==> src/rtl/map_read_arbiter.sv <==
// ---------------------------------------------------------------------------
// map_read_arbiter
//
// Purpose: shares one map BRAM read port between NUM_REQ DDA FSMs. It grants
// at most one eligible requester per cycle in round-robin order and registers
// that requester's address onto the BRAM. The read data comes back some
// cycles later and is returned on a shared data bus, tagged with a one-hot
// valid.
//
// Handshake: req_in[i] is a level. A requester is eligible while req_in[i]
// is high and it has no read outstanding. grant_out[i] pulses for one cycle
// when its read is issued. data_valid_out[i] pulses for one cycle exactly
// READ_LATENCY+1 cycles after that grant, and qualifies data_out. A
// requester that holds req_in high is granted again no earlier than the
// cycle after its data_valid_out pulse.
//
// Ports:
//   pixel_clk_in        sole clock, rising edge
//   rst_in              synchronous active-high reset
//   req_in[NUM_REQ]     per-requester read request (level)
//   addr_in             flat address bus, slice i belongs to requester i
//   grant_out           one-hot issue strobe
//   data_out            read data shared by all requesters (held when idle)
//   data_valid_out      one-hot data qualifier
//   map_select_in       0 = map_data1_in, 1 = map_data2_in, sampled at issue
//   map_addra_out       registered BRAM address (held when no grant)
//   map_data1_in/2_in   BRAM read data
//   busy_out            high while any read is in flight
//
// Optional feature (macro MAP_ARB_STATS_EN): adds saturating 16-bit
// grant_count_out and conflict_count_out (cycles with two or more eligible
// requesters).
// ---------------------------------------------------------------------------
module map_read_arbiter #(
   parameter int  NUM_REQ      = 2,
   parameter int  N            = 24,
   parameter int  DATA_W       = 4,
   parameter int  READ_LATENCY = 2,
   localparam int ADDR_W       = $clog2(N*N)
) (
   input  logic                      pixel_clk_in,
   input  logic                      rst_in,
   input  logic [NUM_REQ-1:0]        req_in,
   input  logic [NUM_REQ*ADDR_W-1:0] addr_in,
   output logic [NUM_REQ-1:0]        grant_out,
   output logic [DATA_W-1:0]         data_out,
   output logic [NUM_REQ-1:0]        data_valid_out,
   input  logic                      map_select_in,
   output logic [ADDR_W-1:0]         map_addra_out,
   input  logic [DATA_W-1:0]         map_data1_in,
   input  logic [DATA_W-1:0]         map_data2_in,
   output logic                      busy_out
`ifdef MAP_ARB_STATS_EN
   ,
   output logic [15:0]               grant_count_out,
   output logic [15:0]               conflict_count_out
`endif
);

   localparam int IDX_W = $clog2(NUM_REQ);
   // The tag chain has one stage for the address cycle plus READ_LATENCY
   // stages for the BRAM, so its last stage lines up with the BRAM data.
   localparam int DEPTH = READ_LATENCY + 1;

   typedef struct packed {
      logic             valid;
      logic [IDX_W-1:0] idx;
      logic             sel;
   } tag_t;

   logic [NUM_REQ-1:0] pending_q;
   logic [IDX_W-1:0]   last_q;
   tag_t               tag_q [DEPTH];

   logic [NUM_REQ-1:0] eligible;
   logic               win_found;
   logic [IDX_W-1:0]   win_idx;
   logic [IDX_W-1:0]   cand;
   int                 cand_i;
   logic [ADDR_W-1:0]  win_addr;
   logic [NUM_REQ-1:0] win_vec;
   logic [NUM_REQ-1:0] dv_vec;
   tag_t               tag_in;

   // Round-robin search, starting one past the last granted requester.
   always_comb begin
      eligible  = req_in & ~pending_q;
      win_found = 1'b0;
      win_idx   = '0;
      cand      = '0;
      cand_i    = 0;
      for (int k = 1; k <= NUM_REQ; k++) begin
         cand_i = int'(last_q) + k;
         if (cand_i >= NUM_REQ) cand_i = cand_i - NUM_REQ;
         cand = IDX_W'(cand_i);
         if (!win_found && eligible[cand]) begin
            win_found = 1'b1;
            win_idx   = cand;
         end
      end
   end

   always_comb begin
      win_addr = '0;
      for (int i = 0; i < NUM_REQ; i++) begin
         if (win_idx == IDX_W'(i)) win_addr = addr_in[i*ADDR_W +: ADDR_W];
      end
   end

   always_comb begin
      win_vec      = win_found ? (NUM_REQ'(1) << win_idx) : '0;
      dv_vec       = NUM_REQ'(1) << tag_q[DEPTH-1].idx;
      tag_in.valid = win_found;
      tag_in.idx   = win_idx;
      tag_in.sel   = map_select_in;
   end

   always_comb begin
      busy_out = 1'b0;
      for (int s = 0; s < DEPTH; s++) busy_out = busy_out | tag_q[s].valid;
   end

   always_ff @(posedge pixel_clk_in) begin
      if (rst_in) begin
         grant_out      <= '0;
         data_valid_out <= '0;
         data_out       <= '0;
         map_addra_out  <= '0;
         pending_q      <= '0;
         last_q         <= IDX_W'(NUM_REQ - 1);
         for (int s = 0; s < DEPTH; s++) tag_q[s] <= '0;
      end else begin
         grant_out <= win_vec;
         tag_q[0]  <= tag_in;
         for (int s = 1; s < DEPTH; s++) tag_q[s] <= tag_q[s-1];
         if (win_found) begin
            map_addra_out <= win_addr;
            last_q        <= win_idx;
         end

         // The map choice travels with the tag, so toggling map_select_in
         // after issue has no effect on reads already in flight.
         data_valid_out <= '0;
         if (tag_q[DEPTH-1].valid) begin
            data_valid_out <= dv_vec;
            data_out       <= tag_q[DEPTH-1].sel ? map_data2_in : map_data1_in;
         end

         // A pending bit drops on the edge that ends its data_valid_out
         // pulse. A grant never lands on a pending requester, so the set
         // and the clear never touch the same bit.
         pending_q <= (pending_q & ~data_valid_out) | win_vec;
      end
   end

`ifdef MAP_ARB_STATS_EN
   always_ff @(posedge pixel_clk_in) begin
      if (rst_in) begin
         grant_count_out    <= '0;
         conflict_count_out <= '0;
      end else begin
         if (win_found && grant_count_out != 16'hFFFF)
            grant_count_out <= grant_count_out + 16'd1;
         if ($countones(eligible) >= 2 && conflict_count_out != 16'hFFFF)
            conflict_count_out <= conflict_count_out + 16'd1;
      end
   end
`endif

endmodule

==> config.mk <==
export PLATFORM = sky130hd
export DESIGN_NAME = map_read_arbiter
export DESIGN_NICKNAME = d
export VERILOG_FILES = /design/src/rtl/map_read_arbiter.sv
export SDC_FILE = /design/constraint.sdc
export NUM_CORES = 1
export LEC_CHECK = 0
export CAP_MARGIN = 20
export CORE_MARGIN = 3
export CORE_UTILIZATION = 42
export CTS_BUF_LIST = sky130_fd_sc_hd__clkbuf_4 sky130_fd_sc_hd__clkbuf_8
export DETAILED_ROUTE_END_ITERATION = 12
export MAX_ROUTING_LAYER = met4
export PLACE_DENSITY = 0.93
export SLEW_MARGIN = 15
export SYNTH_ARGS = -nofsm -noshare
export SYNTH_HDL_FRONTEND = slang
export SYNTH_SLANG_ARGS = --single-unit
==> constraint.sdc <==
create_clock -name pixel_clk_in -period 1.6 [get_ports pixel_clk_in]
set_input_delay 0.48 -clock pixel_clk_in [delete_from_list [all_inputs] [get_ports pixel_clk_in]]
set_output_delay 0.48 -clock pixel_clk_in [all_outputs]
set_load 0.01 [all_outputs]
==> results.toml, run 1 <==
[synthesis]
syn_inst = 122
yosysWarnings = 0
synth_area_leaders = "dfxtp_1, nand3_1, a31oi_1, nor2b_1, a211oi_1"
syn_avg_cell_area_um2 = 9.40
ys_ff_latch = 30
synth_top_area_share = 0.523
synth_area_mm2 = 0.00115
synth_cell_types = 29
ys_seq_area_frac = 0.523
synth_nets = 155
yosysTopAreaCell = "dfxtp_1"

[sta]
worst_pin_slew_ns = 0.337
finClkSkew_ns = 0.0112
slew_headroom = 0.775
setup_viol = 0
slew_violations = 0
rsz0062_at_grt = "true"
hold_viol = 0
layout_worst_path_cycle_share = 1.00
finalCriticalPeriod_ns = 1.60
fin_ws_ns = 0.000405
clock.fmax_ghz = 0.625

[setup_path]
critPathArrivalTime_ns = 1.12
required_ns = 1.12
reg2reg_depth = 3
cp-end-kind = "output port"
cp-start-kind = "flip-flop"
cp_max_fo = 2
path_class = "reg2out"

[detailed_routing]
drtIter0Drc = 43
drt_pre_antenna_iters = 4
vias_per_cell = 5.26
routed_wirelength_mm = 3.00
post-route-drc-count = 0
vias = 1131
wl_per_cell_um = 13.9
ant_nets = 0

[final_layout]
n_antenna_cell = 0
fin_cells = 215
n_fill_cell = 217
regArea_um2 = 602
drive_gt1_frac = 0.135
fin_area_mm2 = 0.00178
multi_input_comb_area_um2 = 479
synthToLayoutAreaGrowth_pct = 55.0
nNetsFinal = 217

[clocking]
cts_hold_buf = 0
cts.clk_slew.worst_paths_ns = 0.09
numCtsBuffers = 5
clkSinkCount = 30
cts-root-buf = "clkbuf_4"
clock_latency_ns = 0.32
cts_buffer_depth = 2
htree_num_levels = 2
tritoncts = "done"

[power]
vdd_drop_max_v = 0.000680
power_density_mw_per_mm2 = 914
p_leak_nw = 0.766

[run]
maxCapViolCount = 0

[placed_design]
placed_area_mm2 = 0.00173
dp_hpwl_mm = 2.38
post-place-cells = 206
pre_cts_slack_ns = -0.274
port_buffers = 51
routabilityCongestion = 0.773

[global_routing]
grt_first_pass_wirelength_mm = 4.89
grt_start_max_net_pins = 14
grt-ovfl-total = 0
grt_usage = 0.195
antenna_found_initial = 0
grt_pass1_vias = 1185

[hold_path]
whs_path_depth = 1
hold_path_class = "reg2reg"

[status]
outcome = "finished clean"

[die]
die_h_um = 58.3
pin_count = 52
initial_core_util = 0.451
dieArea_mm2 = 0.00339
placementRows = 18
die_w_um = 58.3
core_area_mm2 = 0.00254
## state kept, by name, indices dropped and copies added, names as in the netlist
name            flops
last_q              1
tag_q               9
data_valid_out      2
grant_out           2
pending_q           2
data_out            4
map_addra_out      10
## path summary, 6_finish.rpt
check	slack (ns)	from	endpoint
setup / recovery	0.0004	tag_q[0][2]	busy_out
hold / removal	0.45	tag_q[0][7]	data_valid_out[0]
setup reg to reg	0.36	last_q	pending_q[0]
hold reg to reg	0.45	tag_q[0][7]	data_valid_out[0]
## repair_timing
item | 4_1_cts | 5_1_grt
pin swaps | 0 | 1
setup endpoints to repair | 19 | 1
resized for setup | 22 | 1
setup buffers | 0 | 1
## cell usage in the layout, fill, tap and decap left out, drive strengths merged, types with 2 or more instances in the layout
cell / netlist / layout
clkdlybuf4s50: 0 / 32
dfxtp: 30 / 30
nand3: 24 / 24
dlygate4sd2: 0 / 18
buf: 7 / 15
nor2b: 8 / 8
a31oi: 8 / 8
nor2: 7 / 7
clkbuf: 3 / 7
a211oi: 6 / 6
mux2i: 4 / 4
nor3: 4 / 4
nand2b: 3 / 3
a21oi: 3 / 3
and2b: 2 / 2
inv: 2 / 2
nor4: 2 / 2
## cell usage after synthesis, drive strengths merged
cell,instances
nor2b,8
a31oi,8
nor4,2
a211oi,6
or3b,1
clkbuf,3
nor3b,1
nand2b,3
nand2,1
and2b,2
a21oi,3
nor2,7
buf,7
dfxtp,30
inv,2
nand3,24
and2,1
and3,1
nor3,4
mux2i,4
nand3b,1
o211ai,1
or3,1
and3b,1
## report_power, final
group | switching, mW | internal [mW]
registers | 0.0271 | 0.799
clock network | 0.239 | 0.230
logic | 0.144 | 0.187
## cell type report
cell class                      count  area share
Inverter                            2     0.00422
Clock buffer                        7      0.0331
Timing Repair Buffer               65       0.331
Clock inverter                      1     0.00281
Tap cell                           30      0.0211
Sequential cell                    30       0.338
Multi-Input combinational cell     80       0.270
## per-stage QoR
| step | setup TNS, ns | utilization | total power [mW] | hold slack (ns) |
|---|---|---|---|---|
| 6_report | 0 | 0.699 | 1.62 | 0.446 |
| 5_1_grt | -0.0481 | 0.699 | 1.71 | 0.461 |
| 4_1_cts | -0.0375 | 0.695 | 1.64 | 0.449 |
| 3_5_place_dp | -2.78 | 0.681 | 1.20 | 0.424 |
| 3_3_place_gp | -2.21 | 0.681 | 1.19 | 0.395 |
| 2_1_floorplan | 0 | - | 0.993 | 0.390 |
## worst max-delay path: stages (launching register included)
cell and delay, ns:
dfxtp_1 0.31, or3_1 0.36, buf_2 0.14
## routing by layer
metal | wire length (um) | track usage | part of all wire
met5 | 0 | - | 0
met4 | 49 | 0.0828 | 0.016
met1 | 1180 | 0.200 | 0.40
met3 | 242 | 0.0535 | 0.081
met2 | 1520 | 0.343 | 0.51
## cell families (layout without fill, tap and decap cells)
kind of cell / after synthesis / after routing / synth area share
flops: 30 / 30 / 0.523
mux: 4 / 4 / 0.0349
simple gates: 58 / 58 / 0.277
compound gates: 18 / 18 / 0.106
buf+inv: 12 / 75 / 0.0589
(Power assumes the default switching activity.)
==> run 2, diff against run 1 <==
--- a/config.mk
+++ b/config.mk
@@ -5,7 +5,7 @@
 export SDC_FILE = /design/constraint.sdc
 export NUM_CORES = 1
 export LEC_CHECK = 0
-export CAP_MARGIN = 20
+export CAP_MARGIN = 10
 export CORE_MARGIN = 3
 export CORE_UTILIZATION = 42
 export CTS_BUF_LIST = sky130_fd_sc_hd__clkbuf_4 sky130_fd_sc_hd__clkbuf_8
==> results of run 2 <==
Final layout, timing and power as in run 1 (identical DEF).
